### src/rtl/rr_arb_pkg.sv
// Shared types and helpers for the 8-way round-robin arbiter.
// Holds the state encoding and the pointer-relative priority search.
package rr_arb_pkg;

  localparam int unsigned N_REQ          = 8;
  localparam int unsigned IDX_W          = 3;
  localparam int unsigned DefaultMaxHold = 15;

  typedef enum logic [1:0] {
    StIdle  = 2'b00,
    StGrant = 2'b01,
    StRel   = 2'b10
  } arb_state_e;

  // First set bit scanning ptr, ptr+1, ... ptr+7 (mod 8); scanning offsets high to low
  // lets the smallest offset win.
  function automatic logic [IDX_W-1:0] rr_pick(input logic [N_REQ-1:0] vec,
                                               input logic [IDX_W-1:0] ptr);
    logic [IDX_W-1:0] idx;
    rr_pick = ptr;
    for (int i = N_REQ - 1; i >= 0; i--) begin
      idx = ptr + IDX_W'(i);
      if (vec[idx]) rr_pick = idx;
    end
  endfunction

endpackage

### src/rtl/onehot_dec3to8.sv
// Enabled 3-to-8 one-hot decoder; all-zero output when disabled.
module onehot_dec3to8 (
  input  logic [2:0] idx_i,
  input  logic       en_i,
  output logic [7:0] onehot_o
);

  always_comb begin
    onehot_o = '0;
    if (en_i) onehot_o[idx_i] = 1'b1;
  end

endmodule

### src/rtl/rr_arbiter8.sv
// Round-robin arbiter for 8 requesters with a hold-time watchdog.
// Grant index and valid are registered; the one-hot grant is decoded from them.
module rr_arbiter8
  import rr_arb_pkg::*;
#(
  parameter int unsigned MAX_HOLD = DefaultMaxHold,
  parameter int unsigned CNT_W    = 8
) (
  input  logic       clk,
  input  logic       rst,
  input  logic [7:0] req,
  input  logic       done,
  output logic [7:0] gnt,
  output logic [2:0] gnt_idx,
  output logic       gnt_valid,
  output logic       timeout
);

  localparam logic [CNT_W-1:0] HoldLast = CNT_W'(MAX_HOLD - 1);
  localparam logic [CNT_W-1:0] HoldMax  = CNT_W'(MAX_HOLD);

  arb_state_e       state_q, state_d;
  logic [IDX_W-1:0] ptr_q, ptr_d;
  logic [IDX_W-1:0] idx_q, idx_d;
  logic             valid_q, valid_d;
  logic             timeout_q, timeout_d;
  logic [CNT_W-1:0] hold_q, hold_d;

  always_ff @(posedge clk) begin
    if (rst) begin
      state_q   <= StIdle;
      ptr_q     <= '0;
      idx_q     <= '0;
      valid_q   <= 1'b0;
      timeout_q <= 1'b0;
      hold_q    <= '0;
    end else begin
      state_q   <= state_d;
      ptr_q     <= ptr_d;
      idx_q     <= idx_d;
      valid_q   <= valid_d;
      timeout_q <= timeout_d;
      hold_q    <= hold_d;
    end
  end

  always_comb begin
    state_d   = state_q;
    ptr_d     = ptr_q;
    idx_d     = idx_q;
    valid_d   = valid_q;
    timeout_d = 1'b0;
    hold_d    = hold_q;
    unique case (state_q)
      StIdle: begin
        if (|req) begin
          state_d = StGrant;
          idx_d   = rr_pick(req, ptr_q);
          valid_d = 1'b1;
          hold_d  = '0;
        end
      end
      StGrant: begin
        if (done || !req[idx_q] || hold_q == HoldLast) begin
          state_d   = StRel;
          valid_d   = 1'b0;
          ptr_d     = idx_q + IDX_W'(1);
          // Watchdog flagged only when nothing else caused the release.
          timeout_d = !done && req[idx_q];
        end else if (hold_q != HoldMax) begin
          hold_d = hold_q + CNT_W'(1);
        end
      end
      StRel: state_d = StIdle;
      default: state_d = StIdle;
    endcase
  end

  onehot_dec3to8 u_dec (
    .idx_i    (idx_q),
    .en_i     (valid_q),
    .onehot_o (gnt)
  );

  assign gnt_idx   = idx_q;
  assign gnt_valid = valid_q;
  assign timeout   = timeout_q;

endmodule

### config.mk
export PLATFORM = sky130hd
export DESIGN_NAME = rr_arbiter8
export DESIGN_NICKNAME = d
export VERILOG_FILES = /design/src/rtl/rr_arb_pkg.sv /design/src/rtl/onehot_dec3to8.sv /design/src/rtl/rr_arbiter8.sv
export SDC_FILE = /design/constraint.sdc
export NUM_CORES = 1
export LEC_CHECK = 0
export CORE_UTILIZATION = 30
export DETAILED_ROUTE_END_ITERATION = 8
export GPL_TIMING_DRIVEN = 1
export PLACE_DENSITY_LB_ADDON = 0.08
export SLEW_MARGIN = 20
export SYNTH_ARGS = -nofsm -noshare
export SYNTH_HDL_FRONTEND = slang
export SYNTH_HIERARCHICAL = 1
export SYNTH_SLANG_ARGS = --single-unit
export TNS_END_PERCENT = 50
### constraint.sdc
create_clock -name clk -period 3.2 [get_ports clk]
set_input_delay 0.8 -clock clk [delete_from_list [all_inputs] [get_ports clk]]
set_output_delay 0.8 -clock clk [all_outputs]
set_load 0.02 [all_outputs]
After elaboration in Yosys (flattened, before gate mapping)
Index checks and enable logic that the tools add are counted.
- word-level logic and storage cells: 88
- register bits after elaboration: 18
- mux-type cells: 39
- reduce and logical (&&, ||, !) cells: 15
- magnitude comparators: 10
- add/subtract/negate cells: 9
- equal/unequal tests: 7
- bitwise operators: 2
- operators by type and width (operator ; number):
    3-bit by 4-bit less-than comparator with 1-bit output, second input constant ; 9
    8-bit two-way mux ; 4
    1-bit binary-select mux with 3-bit select ; 9
    3-bit two-way mux ; 8
    8-bit case mux with 2 select lines ; 1
    3-bit adder, second input constant ; 4
    1-bit two-way mux ; 12
    8-bit by 1-bit adder with 8-bit output, second input constant ; 1
    8-bit by 4-bit equality test with 1-bit output, second input constant ; 1
    2-bit != test, second input constant ; 4
    8-bit by 4-bit != test with 1-bit output, second input constant ; 1
    8-bit OR reduction ; 1
    3-bit by 1-bit adder with 3-bit output, second input constant ; 2
    3-bit by 2-bit adder with 3-bit output, second input constant ; 2
    2-bit AND reduction ; 3
    2-bit two-way mux ; 2
    2-bit case mux with 2 select lines ; 1
    4-bit AND reduction ; 1
    1-bit demux with 3-bit select ; 1
    3-bit by 1-bit greater-or-equal comparator with 1-bit output, second input constant ; 1
    3-bit AND reduction ; 1
    3-bit OR reduction ; 1
    2-bit by 1-bit equality test with 1-bit output, second input constant ; 1
    1-bit logical AND ; 2
    other kinds (6) ; 9

Depth between registers and ports, before layout
- depth in word-level cells: 11
- gate-level depth with buffers: 9
- mapped depth without buffers: 7

Modules after synthesis
Netlist, hierarchy kept.
- by module, submodules not included (module ; instances ; sequential area each (um^2) ; cells each ; area each (um^2)):
    rr_arbiter8 ; 1 ; 360.3 ; 179 ; 1640.3
    onehot_dec3to8 ; 1 ; 0.0 ; 8 ; 96.3

Least setup slack after synthesis
Ideal clock, no wire load.
- path kind: register -> register
- start point: register ptr_q[0]
- end point: register idx_q[0] (netlist: gnt_idx[0])
- arrival time: 2.484 ns
- required time: 3.137 ns
- buffers on the path: 2
- slack: 0.653 ns
- stages on the path, launching flop included: 10
- path through: dfxtp_1 buf_6 buf_2 inv_1 ha_1 mux4_2 mux2_4 and3_4 or4b_1 nand3_1
- cells in the longest elaborated chain, start to end: 11
- elaborated cells between the ends (all ways): 31
- RTL lines (what ; line ; RTL):
    start: declaration ; rr_arbiter8.sv:23 ; logic [IDX_W-1:0] ptr_q, ptr_d;
    start signal: assignment ; rr_arbiter8.sv:39 ; ptr_q <= ptr_d;
    3-bit adder ; rr_arb_pkg.sv:22 ; idx = ptr + IDX_W'(i);
    1-bit binary-select mux with 3-bit select ; rr_arb_pkg.sv:23 ; if (vec[idx]) rr_pick = idx;
    1-bit two-way mux (not written as such) ; rr_arb_pkg.sv:23 ;
    3-bit two-way mux (7 in series) ; rr_arb_pkg.sv:23 ;
    3-bit two-way mux (*) ; rr_arb_pkg.sv:23 ;
    end signal: assignment ; rr_arbiter8.sv:40 ; idx_q <= idx_d;
    end: declaration ; rr_arbiter8.sv:24 ; logic [IDX_W-1:0] idx_q, idx_d;
Mark *: on every way between the ends. The rest lies on a longest branch, timed or not. The select of a mux whose other input is x is not followed.
A chain may end at the register's enable or synchronous reset.

Worst setup path in the final report
- start point: input req[7]
- end point: register hold_q[7]
- cells in the longest elaborated chain, start to end: 7
- elaborated cells between the ends (all ways): 9
- RTL lines (what ; line ; RTL):
    start: declaration ; rr_arbiter8.sv:11 ; input logic [7:0] req,
    1-bit binary-select mux with 3-bit select ; rr_arbiter8.sv:64 ; if (done || !req[idx_q] || hold_q == HoldLast) begin
    1-bit two-way mux (not written as such) ; rr_arbiter8.sv:64 ;
    1-bit logical NOT ; rr_arbiter8.sv:64 ;
    1-bit logical OR (2 in series) ; rr_arbiter8.sv:64 ;
    2-bit != test (no line) ; n/a ;
    4-bit AND reduction (no line) (*) ; n/a ;
    end signal: assignment ; rr_arbiter8.sv:43 ; hold_q <= hold_d;
    end: declaration ; rr_arbiter8.sv:27 ; logic [CNT_W-1:0] hold_q, hold_d;
Marks and branches as above.

==> key figures <==
Global routing
  – Largest net degree at the start of global routing: 18
  – GRT Residual Overflow: 0
  – First-pass GRT wire length: between 8000 and 9000 um
  – Number of global-route vias before repair: between 1,500 and 2,000
  – Initial antenna violation count: 0
  – Total track usage: 0.1770

Clock tree
  – Root Driver: clkbuf_8
  – Worst skew pair latency: 0.26 ns
  – Clk slew on worst S/H paths: 0.08 ns
  – Hold_buf cts: 0
  – H-tree levels: 1
  – CTS resizes: 0
  – CTS buffer count: 3
  – Deepest clock path buffer count: 2
  – CTS tree: done
  – CTS sink count: 18
  – Post-CTS setup buffer count: 0

Timing
  – Worst Max-Slew Pin Slew: 0.7084 ns
  – Clock skew: around 0.0045 ns
  – RSZ-0062 raised after global routing: false
  – Worst rel slew slack: 0.5270
  – Period utilization: 0.9061
  – Setup WS post-layout: roughly 0.3 ns
  – Fin. max-slew vios: 0
  – Fin. Hold Viols: 0
  – Fin crit period: slightly below 3 ns
  – Final setup vio count: 0
  – Setup TNS: 0 ns
  – Fmax: ~340 MHz

Detailed routing
  – Final WL: 5138 um
  – Vias: ~1,700
  – DRC viols: 0
  – Via-to-Cell Ratio: roughly 5.8
  – First-pass DRT Iterations: 4
  – 1st-iter DRT viols: 141
  – Post-DRT Antenna Nets: 0
  – Wire length per cell: approximately 18 um

Placement
  – IO buf count: 23
  – Area post-placement: between 2000 and 2500 sq um
  – Dpl hpwl: between 3000 and 4000 um
  – GPL Wtd Cong: 0.8778
  – Pre-CTS setup slack: between 0.02 and 0.03 ns
  – Placed cell count: between 200 and 300

Die
  – Std cell rows: 27
  – Die width: between 70 and 80 um
  – Starting Density: 0.3135
  – I/O pin total: 24
  – Core area: between 5000 and 6000 sq um
  – Die Height: 78.09 um
  – DIE AREA: 6097 sq um

Pwr
  – Power density over cell area: about 560 nW/um^2
  – Power Total: between 1 and 1.5 mW
  – Peak VDD IR: about 220 uV
  – Pleak: 0.7660 nW

Yosys
  – Cell variety after synth: between 50 and 60
  – Area contributors post-synth: dfxtp_1 (21%), mux4_2 (12%), mux2i_1 (5.8%), a21oi_1 (3.7%), ha_1 (3.6%)
  – Synth area leader: dfxtp_1
  – Synth async-reset ratio: 0
  – Avg Synthesized Cell Area: ~9.3 sq um
  – Syn Nets: 203
  – Post-synth EDFFs: 0
  – Cell area after synthesis: approximately 1700 sq um
  – Post-synthesis sequential area ratio: 0.2075
  – Synth top area share: 0.2075
  – FF+latch count, synth: 18
  – Top FF cell, synth: dfxtp_1
  – Yosys warning count: 6
  – Mapped Cells: approximately 190

Critical path
  – WP data required: ~3.4 ns
  – Worst path arrival time: around 3.1 ns
  – WS Path Type: in -> reg
  – CP Capture Type: register
  – Worst setup SP type: input port
  – Crit-path max FO: 16

Layout
  – Layout cells sized above 1: 0.1843
  – Fin cells: 289
  – Post-layout instance area: 2148 sq um
  – Ant diodes: 0
  – Nets@finish: roughly 230
  – Area delta synth->final: 23.70%

Status
  – Status: finished clean

Job
  – MaxCap Viol Count: 0

Min path
  – Hold crit path type: reg -> reg
layout make-up:
type | count | area [sq um]
Tap cell | 72 | 90.09
Sequential cell | 18 | 360.3
Clock buffer | 4 | 55.05
Multi-Input combinational cell | 153 | 1304
Fill cell | 583 | 3392
Inverter | 9 | 33.78
Timing Repair Buffer | 33 | 305.3
metal layers:
layer  part of all wire  global-route usage  wire (um)  vias up
li1                   -                   -          -      813
met1               0.47              0.2581       2437      799
met2               0.45              0.2623       2315       54
met3              0.046             0.01744        237       16
met4              0.029             0.07778        148        0
met5                  0                   0          0        -
worst max-delay path: stages:
cell and delay [ns]:
clkdlybuf4s50_1 0.61, mux4_2 0.29, mux2i_1 0.12, o41a_1 0.59, or4_1 0.54, a21oi_1 0.15
logic make-up (layout without fill, tap and decap cells):
logic type | after synthesis | in the layout | synth area share
AOI/OAI and AO/OA | 51 | 51 | 0.2111
adders and majority gates | 5 | 5 | 0.03602
buffers and inverters | 16 | 46 | 0.04179
and+or+nand+nor | 66 | 66 | 0.2363
DFF | 18 | 18 | 0.2075
muxes | 28 | 28 | 0.2522
xor gates and xnor gates | 3 | 3 | 0.01513
Yosys cell counts (5+ instances only):
master and instances:
dfxtp_1 18, nand2_1 15, a21oi_1 13, mux2i_1 10, inv_1 9, mux4_2 9, nor2_1 8, o21ai_0 8
and2_1 7, or3_1 6, ha_1 5
worst paths after layout:
| check | from | to | slack [ns] | depth (start not counted) |
|---|---|---|---|---|
| worst max register to register | ptr_q[0]$_SDFFE_PP0N_ | gnt_idx[2]$_SDFFE_PP0P_ | 0.68 | 7 |
| worst min-delay path | hold_q[7]$_SDFFE_PP0P_ | hold_q[7]$_SDFFE_PP0P_ | 0.49 | 2 |
| worst min register to register | hold_q[7]$_SDFFE_PP0P_ | hold_q[7]$_SDFFE_PP0P_ | 0.49 | 2 |
| worst max-delay path | req[7] | hold_q[7]$_SDFFE_PP0P_ | 0.30 | 6 |
metrics by stage:
stage | hold slack, ns | util
final | 0.4907 | 0.3878
after detailed placement | 0.4829 | 0.3778
after global placement | 0.4720 | 0.3778
after floorplan | 0.4515 | -
after CTS | 0.4919 | 0.3878
after global routing | 0.5138 | 0.3878
power by group:
part,internal [mW],switching [mW]
Combinational,0.332,0.361
Clock,0.110,0.0853
Sequential,0.251,0.0719
cell usage in the layout (no fill, tap or decap), types with 3 or more instances in the layout:
| master | instances |
|---|---|
| and4bb_2 | 3 |
| o21ai_0 | 8 |
| o211ai_1 | 3 |
| nand3_1 | 3 |
| dfxtp_1 | 18 |
| o31ai_1 | 4 |
| mux2i_1 | 10 |
| a211oi_1 | 3 |
| clkbuf_8 | 4 |
| inv_1 | 9 |
| nor3_1 | 3 |
| a22oi_1 | 3 |
| nor4_1 | 3 |
| and4b_2 | 3 |
| mux4_2 | 9 |
| clkdlybuf4s50_1 | 23 |
| or3_1 | 6 |
| a21oi_1 | 13 |
| and2_1 | 7 |
| or4_1 | 4 |
| buf_4 | 10 |
| nand2_1 | 15 |
| ha_1 | 5 |
| nor2_1 | 8 |
| mux2_2 | 4 |
sequential cells by signal, indices dropped and copies added, names as in the netlist:
signal and flops:
timeout 1, ptr_q 3, gnt_valid 1, state_q 2, gnt_idx 3, hold_q 8
No activity file was read; power rests on OpenSTA's default activity.
==> patch, RTL diff (config.mk and constraints unchanged) <==
Change the parameter `CNT_W` from 8 to 6.
--- a/src/rtl/rr_arbiter8.sv
+++ b/src/rtl/rr_arbiter8.sv
@@ -5,5 +5,5 @@
 #(
   parameter int unsigned MAX_HOLD = DefaultMaxHold,
-  parameter int unsigned CNT_W    = 8
+  parameter int unsigned CNT_W    = 6
 ) (
   input  logic       clk,
Formal check against the unedited RTL: same outputs for any inputs over 10 cycles, from zero or initial values and one cycle with rst high; that may be too few to reach the edited logic, so the function may still have changed.
==> patch against the original RTL <==
- setup slack improved by 0.10 ns
- sequential cell count decreased by 2
- routed wire length decreased by 3.7%
- cell area increased by 0.93%
- sequential power decreased by 16%
- critical path type unchanged
- fmax increased by 3.7%
- area after synthesis increased by 5.5%
- power decreased by 11%
==> patch: results (changes against the original RTL) <==
status complete, no violations; hpwl dp 3.70 mm (-4.3%); WL/cell 16.9 um (-5.0%); Critical Path Start req[4]; CTS Buffer Depth 2 (unchanged); Rel. slew slack 56.1% (+3.4 points); total setup buffers inserted after CTS 0 (unchanged); Layout fillers 592 (+1.5%); antenna cells 0 (unchanged); P_int 0.000622 W (-10%); Reg2Reg Launch Point ptr_q[0]; Yosys cell types 58 (+1.8%); CTS Buf Count 3 (unchanged); syn_nets 218 (+7.4%); routability cong. 0.881 (+0.34%); internal reg-to-reg setup slack 0.45 ns (-0.23 ns); clock-pin slew on the worst setup and hold paths 0.07 ns; Placed Cells incl. Taps 289 (+1.4%); Post-synth top cells 18 x nand2_1, 16 x dfxtp_1, 16 x mux2i_1, 13 x mux4_2; sequential share of the synthesized area 17.5% (-3.3 points); post-cts sizing count 0 (unchanged); maximum level of the CTS H-tree 1 (unchanged); Layout Skew 0.00466 ns (+0.000167 ns); vias in the first global route 1,631 (+0.12%); cells on worst reg2reg path 8 (+1); r2r endpoint gnt_idx[0]; CP Max Fanout 10 (-6); layout cell share with drive strength beyond 1 19.7% (+1.3 points); clk_lat worst skew 0.25 ns; delay-heaviest family, CP multiplexers; Overall Global Routing Usage 16.3% (-1.4 points); Synth area leaders dfxtp_1 17%, mux4_2 16%, mux2i_1 8.7%, nand2_1 3.7%, mux2_2 3.7%; nets 235 (+0.43%); Worst path max stage delay 0.59 ns (-0.02 ns); Critical Path AT 2.97 ns (-0.13 ns); Critical-path top delay cell clkdlybuf4s50_1; leak pwr 0.738 nW (-3.7%); Largest Register hold_q; vias per cell 5.73 (-1.5%); Critical Path Sink ptr_q[0]; Largest register FFs 6 (-2); worst vdd ir 0.000235 V (+6.6%); clock power share 16.8% (+0.7 points); Hold WC Path Type flip-flop to flip-flop; syn_area_per_cell 9.07 sq um (-2.4%); first-pass GRT wire length 8.27 mm (-2.7%); hold path cells 2 (unchanged); sequential share of power 25.1% (-1.6 points); Syn. warnings 6 (unchanged); total wire length 4.95 mm (-3.7%); largest net degree at the start of global routing 20 (+2); Root Buffer clkbuf_8; placed instance area 0.00211 sq mm (+0.96%); Starting DRT DRC Count 132 (-6.4%); initial antenna violation count 0 (unchanged)
[patch: layout make-up]
| type | count | area share, % |
|---|---|---|
| Sequential cell | 16 | 14.8 |
| Timing Repair Buffer | 27 | 12.0 |
| Clock buffer | 4 | 2.54 |
| Inverter | 9 | 1.56 |
| Tap cell | 75 | 4.33 |
| Multi-Input combinational cell | 162 | 64.8 |
[patch: cell families (layout without fill, tap and decap cells)]
| group | count (synthesis) | after routing | share of synthesized area, % |
|---|---|---|---|
| simple gates | 69 | 69 | 22.4 |
| flops | 16 | 16 | 17.5 |
| buf+inv | 24 | 40 | 5.81 |
| fa+ha+maj | 5 | 5 | 3.42 |
| mux | 39 | 39 | 31.1 |
| xor+xnor | 6 | 6 | 2.87 |
| compound gates | 43 | 43 | 16.9 |
[patch: metal layers]
layer	part of all wire (%)	GRT usage, %	wire, um
met5	0	0	0
met4	1.0	2.86	51
met3	4.3	2.84	211
met2	47	27.6	2310
met1	48	21.9	2380
[patch: how the worst min path moves through the flow]
stage	startpoint	to	slack, ns
after detailed placement	hold_q[4]	hold_q[4]	0.51
after global placement	hold_q[3]	hold_q[3]	0.49
after global routing	hold_q[4]	hold_q[4]	0.55
after floorplan	hold_q[4]	hold_q[4]	0.47
after CTS	hold_q[4]	hold_q[4]	0.52
final	hold_q[4]	hold_q[4]	0.52
[patch: metrics by stage]
stage          util, %  hold WS, ns  power [W]  worst slack (ns)
2_1_floorplan        -        0.471   0.000729             0.499
3_3_place_gp      35.7        0.489   0.000887             0.174
3_5_place_dp      35.7        0.507   0.000897             0.157
4_1_cts           36.6        0.517    0.00108             0.407
5_1_grt           36.6        0.552    0.00115             0.251
6_report          36.6        0.516    0.00108             0.405
[patch: worst min-delay path: cells and delay by family (launching register included)]
kind,cells,cell delay (ns)
flip-flops,1,0.33
AO/OA/AOI/OAI,2,0.14
